==> src/rtl/uart_arb_pkg.sv <==
// uart_arb_pkg: FSM state encoding and default sizing shared by uart_tx_arbiter.
package uart_arb_pkg;
    localparam logic [0:0] IDLE            = 1'b0;
    localparam logic [0:0] SEND            = 1'b1;
    localparam int         N_REQ_DEF       = 4;
    localparam int         TIMEOUT_CYC_DEF = 1_000_000;
endpackage

==> src/rtl/rr_arbiter.sv <==
// rr_arbiter: combinational round-robin pick, searching upward from last+1 with wrap at N.
module rr_arbiter
    import uart_arb_pkg::*;
#(
    parameter int N = N_REQ_DEF,
    localparam int W = $clog2(N)
) (
    input  logic [N-1:0] req,
    input  logic [W-1:0] last,
    output logic [W-1:0] winner,
    output logic         any_req
);
    // Descending scan so the closest index after last is written last and wins.
    always_comb begin
        winner = '0;
        for (int k = N; k >= 1; k--)
            if (req[(int'(last) + k) % N]) winner = W'((int'(last) + k) % N);
    end
    assign any_req = |req;
endmodule

==> src/rtl/uart_tx_arbiter.sv <==
// uart_tx_arbiter: frame-locked round-robin arbiter feeding a UART TX FIFO.
// Stall watchdog and abort_pulse port are compiled in with UART_ARB_TIMEOUT_EN.
module uart_tx_arbiter
    import uart_arb_pkg::*;
#(
    parameter int N_REQ = N_REQ_DEF,
    parameter int TIMEOUT_CYC = TIMEOUT_CYC_DEF,
    localparam int W = $clog2(N_REQ)
) (
    input  logic               clk,
    input  logic               rst,
    input  logic [N_REQ-1:0]   req_valid,
    input  logic [8*N_REQ-1:0] req_data,
    input  logic [N_REQ-1:0]   req_last,
    output logic [N_REQ-1:0]   req_ready,
    input  logic               tx_full,
    output logic               push_tx,
    output logic [7:0]         tx_din,
    output logic [W-1:0]       grant_id,
`ifdef UART_ARB_TIMEOUT_EN
    output logic               abort_pulse,
`endif
    output logic               busy
);
    logic [0:0]   state_q, state_d;
    logic [W-1:0] grant_q, grant_d, last_q, last_d, winner;
    logic         any_req, send, push, abort, fin;

    if (N_REQ < 2 || N_REQ > 8 || TIMEOUT_CYC < 2) begin : g_bad_cfg
        $error("uart_tx_arbiter: N_REQ must be 2..8 and TIMEOUT_CYC at least 2");
    end

    rr_arbiter #(.N(N_REQ)) u_rr (
        .req     (req_valid),
        .last    (last_q),
        .winner  (winner),
        .any_req (any_req)
    );

    // Outputs are gated by rst so nothing leaks out during the reset cycle itself.
    assign send      = rst && state_q == SEND;
    assign push      = send && req_valid[grant_q] && !tx_full;
    assign push_tx   = push;
    assign req_ready = push ? N_REQ'(1) << grant_q : '0;
    assign tx_din    = send ? req_data[8*grant_q +: 8] : '0;
    assign grant_id  = grant_q;
    assign busy      = send;

`ifdef UART_ARB_TIMEOUT_EN
    localparam int CW = $clog2(TIMEOUT_CYC);
    logic [CW-1:0] cnt_q, cnt_d;
    assign abort       = send && !req_valid[grant_q] && cnt_q == CW'(TIMEOUT_CYC - 1);
    assign abort_pulse = abort;
    // Only owner-idle cycles count; FIFO back-pressure never trips the watchdog.
    always_comb cnt_d = (!send || push) ? '0 : (!req_valid[grant_q] ? cnt_q + 1'b1 : cnt_q);
    always_ff @(posedge clk) cnt_q <= rst ? cnt_d : '0;
`else
    assign abort = 1'b0;
`endif

    always_comb begin
        fin     = send && ((push && req_last[grant_q]) || abort);
        state_d = send ? (fin ? IDLE : SEND) : (any_req ? SEND : IDLE);
        grant_d = (!send && any_req) ? winner : grant_q;
        last_d  = fin ? grant_q : last_q;
    end

    always_ff @(posedge clk) begin
        if (!rst) begin
            state_q <= IDLE;
            grant_q <= '0;
            last_q  <= W'(N_REQ - 1);
        end else begin
            state_q <= state_d;
            grant_q <= grant_d;
            last_q  <= last_d;
        end
    end
endmodule

==> config.mk <==
export PLATFORM = sky130hd
export DESIGN_NAME = uart_tx_arbiter
export DESIGN_NICKNAME = d
export VERILOG_FILES = /design/src/rtl/uart_arb_pkg.sv /design/src/rtl/rr_arbiter.sv /design/src/rtl/uart_tx_arbiter.sv
export SDC_FILE = /design/constraint.sdc
export NUM_CORES = 1
export LEC_CHECK = 0
export CORE_ASPECT_RATIO = 1.1
export CORE_UTILIZATION = 28
export CTS_CLUSTER_DIAMETER = 40
export DETAILED_ROUTE_END_ITERATION = 8
export MAX_ROUTING_LAYER = met4
export PLACE_DENSITY = 0.72
export SETUP_SLACK_MARGIN = 0.2
export SLEW_MARGIN = 15
export SYNTH_ARGS = -nofsm -noshare
export SYNTH_HDL_FRONTEND = slang
export SYNTH_SLANG_ARGS = --single-unit
==> constraint.sdc <==
create_clock -name clk -period 1.4 [get_ports clk]
set_input_delay 0.21 -clock clk [delete_from_list [all_inputs] [get_ports clk]]
set_output_delay 0.21 -clock clk [all_outputs]
set_load 0.005 [all_outputs]
* After elaboration in Yosys (flattened, before gate mapping) *
Index checks and enable logic that the tools add are counted.

word-level totals
  word-level logic and storage cells = 56
  flip-flop bits (word level) = 5
  latch bits = 0
  output and inout port bits = 16
  RAM bits = 0
  memories kept = 0
  input bits = 43
  bits in read-only memories = 0

operators by class
  multiplexer cells = 25
  add/subtract/negate cells = 4
  $mul = 0
  bitwise operators = 4
  reduce and logical (&&, ||, !) cells = 13
  eq/ne operators = 0
  divide/modulo/power cells = 0
  shift operators = 2
  order comparisons = 5

operators with widths
  cell                   count
  $shiftx A32 B6 Y8      1
  $lt A3 B4 Y1 const B   4
  $mux W1                13
  $bmux W1 S2            6
  $mux W2                4
  $mux W8                1
  $reduce_or A2 Y1       4
  $logic_and A1 B1 Y1    6
  $add A2 B1 Y2 const B  2
  $add A2 B2 Y2 const B  2
  $and A1 B1 Y1 const A  4
  $mux W4                1
  $reduce_or A4 Y1       1
  $shl A1 B2 Y4 const A  1
  $lt A2 B3 Y1 const B   1
  $logic_not A1 Y1       2

* Depth between registers and ports, before layout *
Gate-level depths: netlist of run 1.

  depth in word-level cells = 10
  mapped depth = 5
  gate-level depth less buffers = 4

* Hierarchy *
From an unflattened synthesis of run 1, not the netlist that was laid out.

unflattened totals
  cells, all modules = 67
  area total of the unflattened synthesis = 675.6 µm²

by module, submodules not included
  module           sequential area each (µm²)  cells an instance  area an instance (µm²)  instances
  uart_tx_arbiter  100.1                       53                 584.3                   1
  rr_arbiter       0.0                         14                 91.3                    1

* Least setup slack after synthesis of run 1 *
No wires, ideal clock.

  path type = flip-flop to output port
  from = register grant_q[0], in the netlist grant_id[0]
  to = output tx_din[2]
  data arrival time = 1.268 ns
  path slack = -0.078 ns
  cell stages (with the launch flop) = 5
  buffers on the path = 2
  required time = 1.190 ns
  cells stage by stage = dfxtp_1 buf_6 buf_6 mux4_2 and2_1

between the ends
  cells in the longest elaborated chain, start to end = 2

ends and longest elaborated chain
  item                    line                   RTL
  from (decl)             uart_tx_arbiter.sv:26  logic [W-1:0] grant_q, grant_d, last_q, last_d, winner;
  from (signal assigned)  uart_tx_arbiter.sv:75  grant_q <= grant_d;
  $shiftx A32 B6 Y8       uart_tx_arbiter.sv:45  assign tx_din = send ? req_data[8*grant_q +: 8] : '0;
  $mux W8                 uart_tx_arbiter.sv:45
  to (decl)               uart_tx_arbiter.sv:18  output logic [7:0] tx_din,

Every way passes these cells.

* Worst setup path in the final report of run 1 *
  from = register grant_q[0], in the netlist grant_id[0]
  to = output tx_din[6]

The elaborated chain is that of the path after synthesis.

==> results.py, run 1 <==
metrics = {
    "status": {
        "status": "finished, violations left",
        "violations": "negative setup slack",
    },
    "global_routing": {
        "grt_max_degree": 9,
        "grt_overflow_total": 0,
        "grt_antenna_before_repair": 0,
        "grt_usage_pct": 28.5,
        "grt_pass1_wl_um": 5150,
        "grt_pass1_vias": 1032,
    },
    "cts": {
        "cts_tree": "built",
        "clk_pin_slew_ps": 50,
        "htree_levels": 1,
        "clock_path_buffers": 2,
        "holdBufCountCts": 0,
        "cts_buffers": 3,
        "cts-root-buf": "clkbuf_4",
        "clock-sinks": 5,
        "clock_latency_ps": 250,
    },
    "placed_design": {
        "hpwl_um": 2060,
        "globalplace.congestion": 0.899,
        "portBuffers": 58,
        "dp_slack_ps": -604,
    },
    "critical_path": {
        "r2r_slack_ps": -350,
        "cp.arrival_ps": 1580,
        "reg2reg_depth": 8,
        "end_kind": "output pin",
        "critPathMaxFanout": 4,
        "startpoint_type": "register",
        "crit_required_ps": 1190,
        "reg2reg_to": "last_q[1]",
        "path_class": "register to output pin",
        "r2r-start": "grant_id[0]",
    },
    "pwr": {
        "p_per_area_nw_per_um2": 506,
        "switchingPower_mw": 0.258,
        "combPwrFrac_pct": 60.5,
        "clkPwrFrac_pct": 20.9,
        "pwr-share-seq_pct": 18.7,
        "vdd_drop_max_v": 0.000578,
        "p_sw_share_pct": 29.5,
        "leakage_nw": 0.771,
        "internal_power_mw": 0.616,
        "finalPower_mw": 0.874,
    },
    "floorplan": {
        "initial_core_util_pct": 29.7,
        "dieArea_um2": 2590,
        "chipHeight_um": 53.2,
        "die_width_um": 48.6,
        "pin_count": 59,
        "core_um2": 2250,
        "rows": 18,
    },
    "sta": {
        "hold_ws_ps": 452,
        "hold_violations": 0,
        "period_needed_ps": 1790,
        "max_freq_mhz": 558,
        "fin_skew_ps": 5.21,
        "fin_crit_sh_pct": 128,
        "slew_viol_final": 0,
        "setup_violations": 15,
        "slew_headroom_pct": 81.3,
        "grt_setup_unrepaired": "true",
        "fin_ws_ps": -393,
        "worstMarginPinSlew_ps": 278,
    },
    "detailed_routing": {
        "drt_iter0_drc": 13,
        "ant_nets": 0,
        "viasPerCell": 5.04,
        "routed_wl_um": 3390,
        "drc": 0,
        "first_pass_iters": 4,
        "vias": 988,
        "routedWlPerCell_um": 17.3,
    },
    "logic_synthesis": {
        "synth_area_um2": 668,
        "netlist.area_leader.share_pct": 30.3,
        "post_synth_num_cell_types": 28,
        "syn_inst": 70,
        "synthesis.nets": 113,
        "yosysTopAreaCell": "mux4_2",
        "yosysWarningCount": 0,
        "synth_seq_cells": 5,
        "seq_area_frac_synth_pct": 15.0,
        "avgSynthCellArea_um2": 9.54,
        "synth_area_leaders": "mux4_2 (30%), dfxtp_1 (15%), and2_1 (10%)",
    },
    "layout": {
        "drive_gt1_share_pct": 57.2,
        "finalNetCount": 210,
        "post-route-util_pct": 76.7,
        "area_growth_pct": 159,
        "insertedDiodeCount": 0,
    },
    "flow_run": {
        "maxCapViolations": 0,
    },
    "hold_path": {
        "whs_path_depth": 3,
        "holdCritPathClass": "primary input to register",
        "worstHoldStart": "rst",
        "whs_endpoint": "last_q[1]",
    },
}
-- what timing repair did --
action                                 in CTS  in global routing
setup buffers                              19                  3
pin swaps                                  19                  2
gates resized for setup                   119                 12
setup endpoints to repair                  21                 20
endpoints found under the hold margin       0                  0
-- how the worst max path moves through the flow --
stage / startpoint / slack (ps) / to
floorplan: grant_id[0] / -40 / tx_din[2]
global placement: grant_id[0] / -570 / tx_din[3]
detailed placement: rst / -600 / req_ready[0]
CTS: grant_id[0] / -380 / tx_din[0]
global route: grant_id[0] / -450 / tx_din[1]
finish: grant_id[0] / -390 / tx_din[6]
-- power by group through the flow --
stage	Sequential [mW]	Combinational (mW)	Clock [mW]
detailed placement	0.181	0.352	0
CTS	0.163	0.487	0.180
finish	0.163	0.529	0.182
global route	0.165	0.560	0.197
global placement	0.181	0.344	0
floorplan	0.160	0.153	0
-- cells in the mapped netlist --
cell type,number
buf_2,2
dfxtp_1,5
nor3b_1,1
buf_6,2
nor4bb_1,1
inv_1,1
and4b_1,1
a21boi_0,2
and3b_1,1
nor2_1,5
mux4_2,9
nor4_1,1
nand3_2,1
nor2b_1,1
a21oi_1,3
clkbuf_2,1
nand2_1,8
and2_1,11
o221ai_1,1
mux2i_1,2
o221a_2,1
clkbuf_1,1
o211a_1,1
o21ai_0,4
nand3_1,1
o22ai_1,1
a31oi_1,1
mux4_1,1
-- critical path: stages, from the launching register on --
cell     delay (ps)
dfxtp_4         370
buf_6           110
buf_6           100
mux4_2          490
and2_4          150
buf_6           100
-- flip-flops by register name, summed over array words and instances (netlist names) --
signal,flops
grant_id,2
state_q,1
last_q,2
-- layout make-up --
class,count,area (um^2)
Fill cell,142,524
Inverter,1,3.75
Clock buffer,4,26.3
Timing Repair Buffer,98,928
Sequential cell,5,109
Tap cell,30,37.5
Multi-Input combinational cell,58,623
-- through the flow --
stage               setup TNS, ps  instances  area [um^2]
floorplan                    -203         70          676
finish                      -4510        196         1730
detailed placement          -8940        170         1380
CTS                         -4280        193         1660
global placement            -8240        170         1380
global route                -5380        196         1730
-- per-layer routing --
layer | vias to the layer above | track usage [%] | share of wire (%)
li1 | 461 | - | -
met2 | 52 | 51.4 | 51
met3 | 5 | 6.61 | 7.9
met4 | 0 | 11.8 | 1.2
met5 | - | - | 0
met1 | 470 | 30.7 | 40
-- cell families (layout without fill, tap and decap cells) --
family          count (synthesis)  in the layout  synth area share, %
flops                           5              5                 15.0
compound gates                 14             14                 13.9
buf+inv                         7            103                 6.74
mux                            12             12                 37.3
simple gates                   32             32                 27.2
-- cell usage in the layout (no fill, tap or decap), drive strengths merged, types with 2 or more instances in the layout --
cell type      synthesis  routed
clkdlybuf4s50          0      38
mux2i                  2       2
clkbuf                 2       4
nor2                   5       5
a21oi                  3       3
dlygate4sd2            0       4
nand2                  8       8
buf                    4      56
and2                  11      11
nand3                  2       2
dfxtp                  5       5
mux4                  10      10
o21ai                  4       4
a21boi                 2       2
(Power assumes the default switching activity.)
==> inputs of run 2 (changes only) <==
CORE_ASPECT_RATIO = 0.8   (was 1.1)
==> run 2 against run 1 <==
Combinational power decreased by 2%. Global-route usage shrank 4.9 points. Die area about the same. Sequential share of layout area rose by 0.17 points. Flip-flop and latch count is the same. Clock power fell by 3%. Critical path type unchanged. Total power decreased by 2.1%. Cell count shrank 7.1%. Non-clock buffer count shrank 9. Via count fell by 3.0%. Highest routed layer unchanged. The run still ends with negative setup slack left. Clock skew grew 3.4 ps. Utilization decreased by 0.084 points.
==> results.py, run 2 (synthesis gave the netlist of run 1 again) <==
metrics = {
    "status": {
        "status": "finished, violations left",
        "violations": "negative setup slack",
    },
    "floorplan": {
        "pin_count": 59,
        "core_um2": 2200,
        "chipHeight_um": 45.7,
        "rows": 15,
        "die_width_um": 56.6,
        "dieArea_um2": 2590,
        "initial_core_util_pct": 30.4,
    },
    "detailed_routing": {
        "viasPerCell": 5.26,
        "met2WireLength_um": 1600,
        "first_pass_iters": 4,
        "routed_wl_um": 3060,
        "dr_wl_met3_um": 238,
        "ant_nets": 0,
        "drt_iter0_drc": 27,
        "vias": 958,
        "dr.max_layer_used": "met4",
        "drc": 0,
        "routedWlPerCell_um": 16.8,
        "wl_met1_um": 1160,
    },
    "critical_path": {
        "path_cells": "buf_6 > buf_12 > mux4_2 > and2_4 > buf_6",
        "crit_buf_inv": 3,
        "r2r-start": "grant_id[0]",
        "reg2reg_to": "last_q[1]",
        "endpoint": "push_tx",
        "startpoint": "grant_id[0]",
        "cp.arrival_ps": 1600,
        "worst_path_dominant_cell_family": "multiplexers",
        "path_class": "register to output pin",
        "max_stage_delay_ps": 510,
        "crit_cells": 5,
        "crit_slowest_cell": "mux4_2",
        "crit_required_ps": 1190,
        "cpMostUsedCell": "buf_6",
        "startpoint_type": "register",
        "critPathMaxFanout": 5,
        "r2r_slack_ps": -340,
        "reg2reg_depth": 8,
        "end_kind": "output pin",
    },
    "flow_run": {
        "maxCapViolations": 0,
    },
    "global_routing": {
        "grt_usage_pct": 23.6,
        "grt_pass1_wl_um": 4330,
        "grt_antenna_before_repair": 0,
        "grt_pass1_vias": 922,
        "grt_max_degree": 12,
        "grt_overflow_total": 0,
    },
    "placed_design": {
        "placed_cells": 160,
        "hpwl_um": 1850,
        "portBuffers": 58,
        "globalplace.congestion": 0.838,
        "dp_slack_ps": -548,
    },
    "sta": {
        "fin_skew_ps": 8.61,
        "slew_headroom_pct": 79.4,
        "max_freq_mhz": 552,
        "worstMarginPinSlew_ps": 307,
        "fin_ws_ps": -411,
        "grt_setup_unrepaired": "true",
        "period_needed_ps": 1810,
        "hold_violations": 0,
        "fin_crit_sh_pct": 129,
        "tns_ps": -4600,
        "slew_viol_final": 0,
        "setup_violations": 16,
    },
    "cts": {
        "clk_pin_slew_ps": 50,
        "clock-sinks": 5,
        "cts-root-buf": "clkbuf_4",
        "cts_buffers": 3,
        "cts_tree": "built",
        "clock_latency_ps": 250,
        "holdBufCountCts": 0,
        "clock_path_buffers": 2,
        "htree_levels": 1,
    },
    "pwr": {
        "leakage_nw": 0.749,
        "vdd_drop_max_v": 0.000574,
        "p_per_area_nw_per_um2": 508,
        "finalPower_mw": 0.855,
    },
    "layout": {
        "finalNetCount": 201,
        "layout_commonest_cell": "clkdlybuf4s50_1",
        "layout.cells.non_filler": 182,
        "insertedDiodeCount": 0,
        "final_cell_mix": "clkdlybuf4s50_1 (37), buf_6 (29), mux4_2 (10)",
        "drive_gt1_share_pct": 52.9,
        "post-route-util_pct": 76.6,
        "area_growth_pct": 152,
    },
    "hold_path": {
        "holdCritPathClass": "primary input to register",
    },
}
## run 2: changes by cell type in the layout (fill, tap and decap cells not counted), moves of 2 or more
cell | before | now
buf_4 | 22 | 7
buf_6 | 26 | 29
clkdlybuf4s15_1 | 0 | 2
dlygate4sd2_1 | 4 | 2
dlymetal6s2s_1 | 0 | 2
nor2_2 | 2 | 0
## run 2: how the worst min path moves through the flow
stage          cells past startpoint  slack, ps  startpoint         to
2_1_floorplan                      1        270         rst  last_q[1]
3_3_place_gp                       2        540   last_q[0]  last_q[0]
3_5_place_dp                       2        550   last_q[0]  last_q[0]
4_1_cts                            3        420         rst  last_q[1]
5_1_grt                            3        460         rst  last_q[1]
6_report                           3        440         rst  last_q[1]
## run 2: metrics by stage
stage	cell area [um^2]	hold WS [ps]
final	1680	440
after global routing	1680	458
after detailed placement	1340	551
after CTS	1580	424
after floorplan	676	272
after global placement	1340	536
## run 2: area by class of cell
class	count	area [um^2]
clock buffers	4	26.3
fillers	150	513
inverters	1	3.75
multi-input cells	58	611
flip-flops and latches	5	109
well taps	25	31.3
repair buffers	89	902
## run 2: metal layers
layer,up-vias,track usage (%)
li1,445,-
met1,459,26.1
met2,48,42.6
met3,6,7.10
met4,0,5.85
met5,-,-
## run 2: repair_timing
item                                    in CTS  in global routing
pin swaps                                   17                 10
endpoints found under the setup margin      21                 20
gates resized for setup                    103                 25
buffers inserted                            15                  3
## run 2: where the power goes
part	leakage, nW	internal, mW	switching (mW)	total (mW)
sequential	0.0426	0.151	0.00962	0.161
clock	0.0150	0.108	0.0681	0.176
combinational	0.691	0.356	0.162	0.518
## run 2: tightest hold or removal path: stages
cell	delay (ps)
dlygate4sd2_1	220
buf_4	150
nand2_1	50
==> inputs of run 3 (changes only) <==
ABC_AREA = 1   (was unset)
CORE_UTILIZATION = 29   (was 28)
==> run 3 against run 2 <==
Clock skew decreased by 7.9 ps. Maximum frequency increased by 4.3%. Critical endpoint is now req_ready[0]. Synthesized area increased by 8.8%. Register-to-register slack improved by 150 ps. Die area increased by 4.8%. The flow finishes with violations (design-rule violations, negative setup slack). Sequential power increased by 7%. Combinational power increased by 2%. Wire length increased by 8.0%. Hold slack improved by 16 ps. Total power increased by 1.8%. Via count increased by 20%. Global-route usage increased by 0.33 points.
==> results.py, run 3 <==
metrics = {
    "status": {
        "status": "finished, violations left",
        "violations": "design-rule violations, negative setup slack",
    },
    "pwr": {
        "p_sw_share_pct": 35.6,
        "clkPwrFrac_pct": 19.6,
        "combPwrFrac_pct": 60.7,
        "switchingPower_mw": 0.310,
        "vdd_drop_max_v": 0.000290,
        "pwr-share-seq_pct": 19.7,
        "leakage_nw": 0.819,
        "internal_power_mw": 0.561,
        "p_per_area_nw_per_um2": 507,
    },
    "logic_synthesis": {
        "syn_inst": 119,
        "yosysWarningCount": 0,
        "synth_compound_area_share_pct": 28.6,
        "synth_xor_area_share_pct": 0,
        "avgSynthCellArea_um2": 6.11,
        "yosysTopAreaCell": "nand2_1",
        "netlist.area_leader.share_pct": 21.2,
        "synthAdderAreaFrac_pct": 0,
        "yosys.cell_count.top_type": "nand2_1",
        "synth-main-ff-cell": "dfxtp_1",
        "muxShareOfSynthArea_pct": 0,
        "post_synth_num_cell_types": 19,
        "synth_simple_gate_area_share_pct": 44.8,
        "ys_async_sr_fraction_pct": 0,
        "synth_area_um2": 727,
        "synthTopCellsByCount": "nand2_1 (41), a22oi_1 (17), a21oi_1 (11)",
        "synth_area_leaders": "nand2_1 (21%), a22oi_1 (18%), dfxtp_1 (14%)",
        "synth_seq_cells": 5,
        "synth_top_family_by_area": "simple AND/OR/NAND/NOR gates",
        "seq_area_frac_synth_pct": 13.8,
        "synthesis.nets": 162,
        "synth-edff-count": 0,
    },
    "sta": {
        "slew_headroom_pct": 84.7,
        "fin_ws_ps": -336,
        "grt_setup_unrepaired": "true",
        "tns_ps": -4340,
        "fin_crit_sh_pct": 124,
        "setup_violations": 17,
        "max_freq_mhz": 576,
        "worstMarginPinSlew_ps": 229,
        "hold_violations": 0,
        "slew_viol_final": 0,
        "period_needed_ps": 1740,
        "fin_skew_ps": 0.713,
    },
    "flow_run": {
        "maxCapViolations": 0,
    },
    "layout": {
        "post-route-util_pct": 76.2,
        "finalNetCount": 250,
        "area_growth_pct": 136,
        "insertedDiodeCount": 0,
        "drive_gt1_share_pct": 49.5,
        "nFillCells": 157,
        "multi_input_area_um2": 679,
        "ff_latch_area_um2": 115,
        "final_cell_mix": "clkdlybuf4s50_1 (38), nand2_1 (25), buf_4 (19)",
        "layout_commonest_cell": "clkdlybuf4s50_1",
    },
    "cts": {
        "clk_pin_slew_ps": 40,
        "cts_buffers": 3,
        "cts-root-buf": "clkbuf_4",
        "cts_tree": "built",
        "clock_path_buffers": 2,
        "clock_latency_ps": 240,
        "holdBufCountCts": 0,
        "clock-sinks": 5,
        "htree_levels": 1,
    },
    "critical_path": {
        "end_kind": "output pin",
        "startpoint_type": "register",
        "r2r-start": "grant_id[1]",
        "critPathMaxFanout": 4,
        "crit_required_ps": 1190,
        "r2r_slack_ps": -190,
        "cp.arrival_ps": 1530,
        "reg2reg_depth": 12,
        "path_class": "register to output pin",
        "reg2reg_to": "last_q[1]",
    },
    "global_routing": {
        "grt_usage_pct": 24.0,
        "grt_max_degree": 10,
        "grt_overflow_total": 0,
        "grt_pass1_wl_um": 4810,
        "grt_pass1_vias": 1013,
        "grt_antenna_before_repair": 0,
    },
    "floorplan": {
        "dieArea_um2": 2710,
        "initial_core_util_pct": 32.3,
        "pin_count": 59,
        "chipHeight_um": 46.8,
        "die_width_um": 58.0,
        "rows": 15,
        "core_um2": 2250,
    },
    "detailed_routing": {
        "viasPerCell": 4.97,
        "first_pass_iters": 9,
        "drt_iter0_drc": 32,
        "routedWlPerCell_um": 14.3,
        "vias": 1149,
        "drc": 1,
        "ant_nets": 0,
        "routed_wl_um": 3310,
    },
    "hold_path": {
        "whs_endpoint": "last_q[0]",
        "worstHoldStart": "rst",
        "holdCritPathClass": "primary input to register",
        "whs_path_depth": 3,
    },
    "placed_design": {
        "portBuffers": 58,
        "hpwl_um": 2480,
        "globalplace.congestion": 0.942,
    },
}
==> run 3: cell count changes in the layout (fill, tap and decap cells not counted), moves of 5 or more <==
cell and change:
nand2_2 +15, nand2_1 +18, a22oi_2 +6, mux4_2 -10, a22oi_1 +11, buf_4 +12, nand3_1 +5, inv_1 +6
buf_2 +7, buf_6 -23, and2_4 -8
==> run 3: how the worst max path moves through the flow <==
stage | slack [ps] | to | from | cells after the start
5_1_grt | -420 | req_ready[0] | grant_id[1] | 9
2_1_floorplan | 20 | req_ready[0] | grant_id[0] | 8
4_1_cts | -350 | req_ready[0] | grant_id[1] | 9
3_3_place_gp | -540 | req_ready[1] | req_valid[2] | 8
6_report | -340 | req_ready[0] | grant_id[1] | 9
3_5_place_dp | -610 | req_ready[0] | req_valid[2] | 8
==> run 3: power by group through the flow <==
stage | Combinational, mW | Clock [mW] | Sequential, mW
floorplan | 0.193 | 0 | 0.161
global placement | 0.425 | 0 | 0.175
detailed placement | 0.433 | 0 | 0.175
CTS | 0.451 | 0.180 | 0.173
global route | 0.571 | 0.190 | 0.173
finish | 0.528 | 0.171 | 0.172
==> run 3: repair_timing <==
item / in CTS / in global routing
setup endpoints to repair: 21 / 20
cloned: 0 / 1
setup buffers: 3 / 2
pin swaps: 10 / 12
gates resized for setup: 86 / 34
==> run 3: cells by family after synthesis <==
group                  after synthesis
AND/OR/NAND/NOR                     63
AO/OA/AOI/OAI                       32
flip-flops                           5
buffers and inverters               19
==> run 3: worst max-delay path, cell delays in order (launching register included) <==
cell and delay [ps]:
dfxtp_4 370, buf_12 140, nor2_4 100, nand2_1 50, nand4_1 120, nand2_2 80
nor2_4 120, inv_4 60, nor3_2 110, buf_2 140
==> run 3: stage by stage <==
stage	std cells	setup WS (ps)	instance area (um^2)	hold WS (ps)	power [mW]
final	231	-336	1720	456	0.871
after global routing	231	-423	1720	475	0.933
after CTS	228	-348	1570	445	0.804
after detailed placement	221	-607	1500	533	0.608
after global placement	221	-537	1500	536	0.600
after floorplan	119	17.1	742	309	0.354
==> run 3: area by class of cell <==
| cell class | instances | share of cell area (%) |
|---|---|---|
| Timing Repair Buffer | 86 | 45.8 |
| Tap cell | 25 | 1.82 |
| Multi-Input combinational cell | 95 | 39.6 |
| Sequential cell | 5 | 6.71 |
| Clock buffer | 4 | 1.53 |
| Inverter | 16 | 4.52 |
==> run 3: layer usage <==
| layer | vias to the layer above | wire length (um) | track usage [%] | share of wire (%) |
|---|---|---|---|---|
| li1 | 583 | - | - | - |
| met1 | 536 | 1460 | 30.8 | 44 |
| met2 | 28 | 1730 | 41.4 | 52 |
| met3 | 2 | 97 | 3.86 | 2.9 |
| met4 | 0 | 15 | 2.86 | 0.45 |
| met5 | - | 0 | - | 0 |
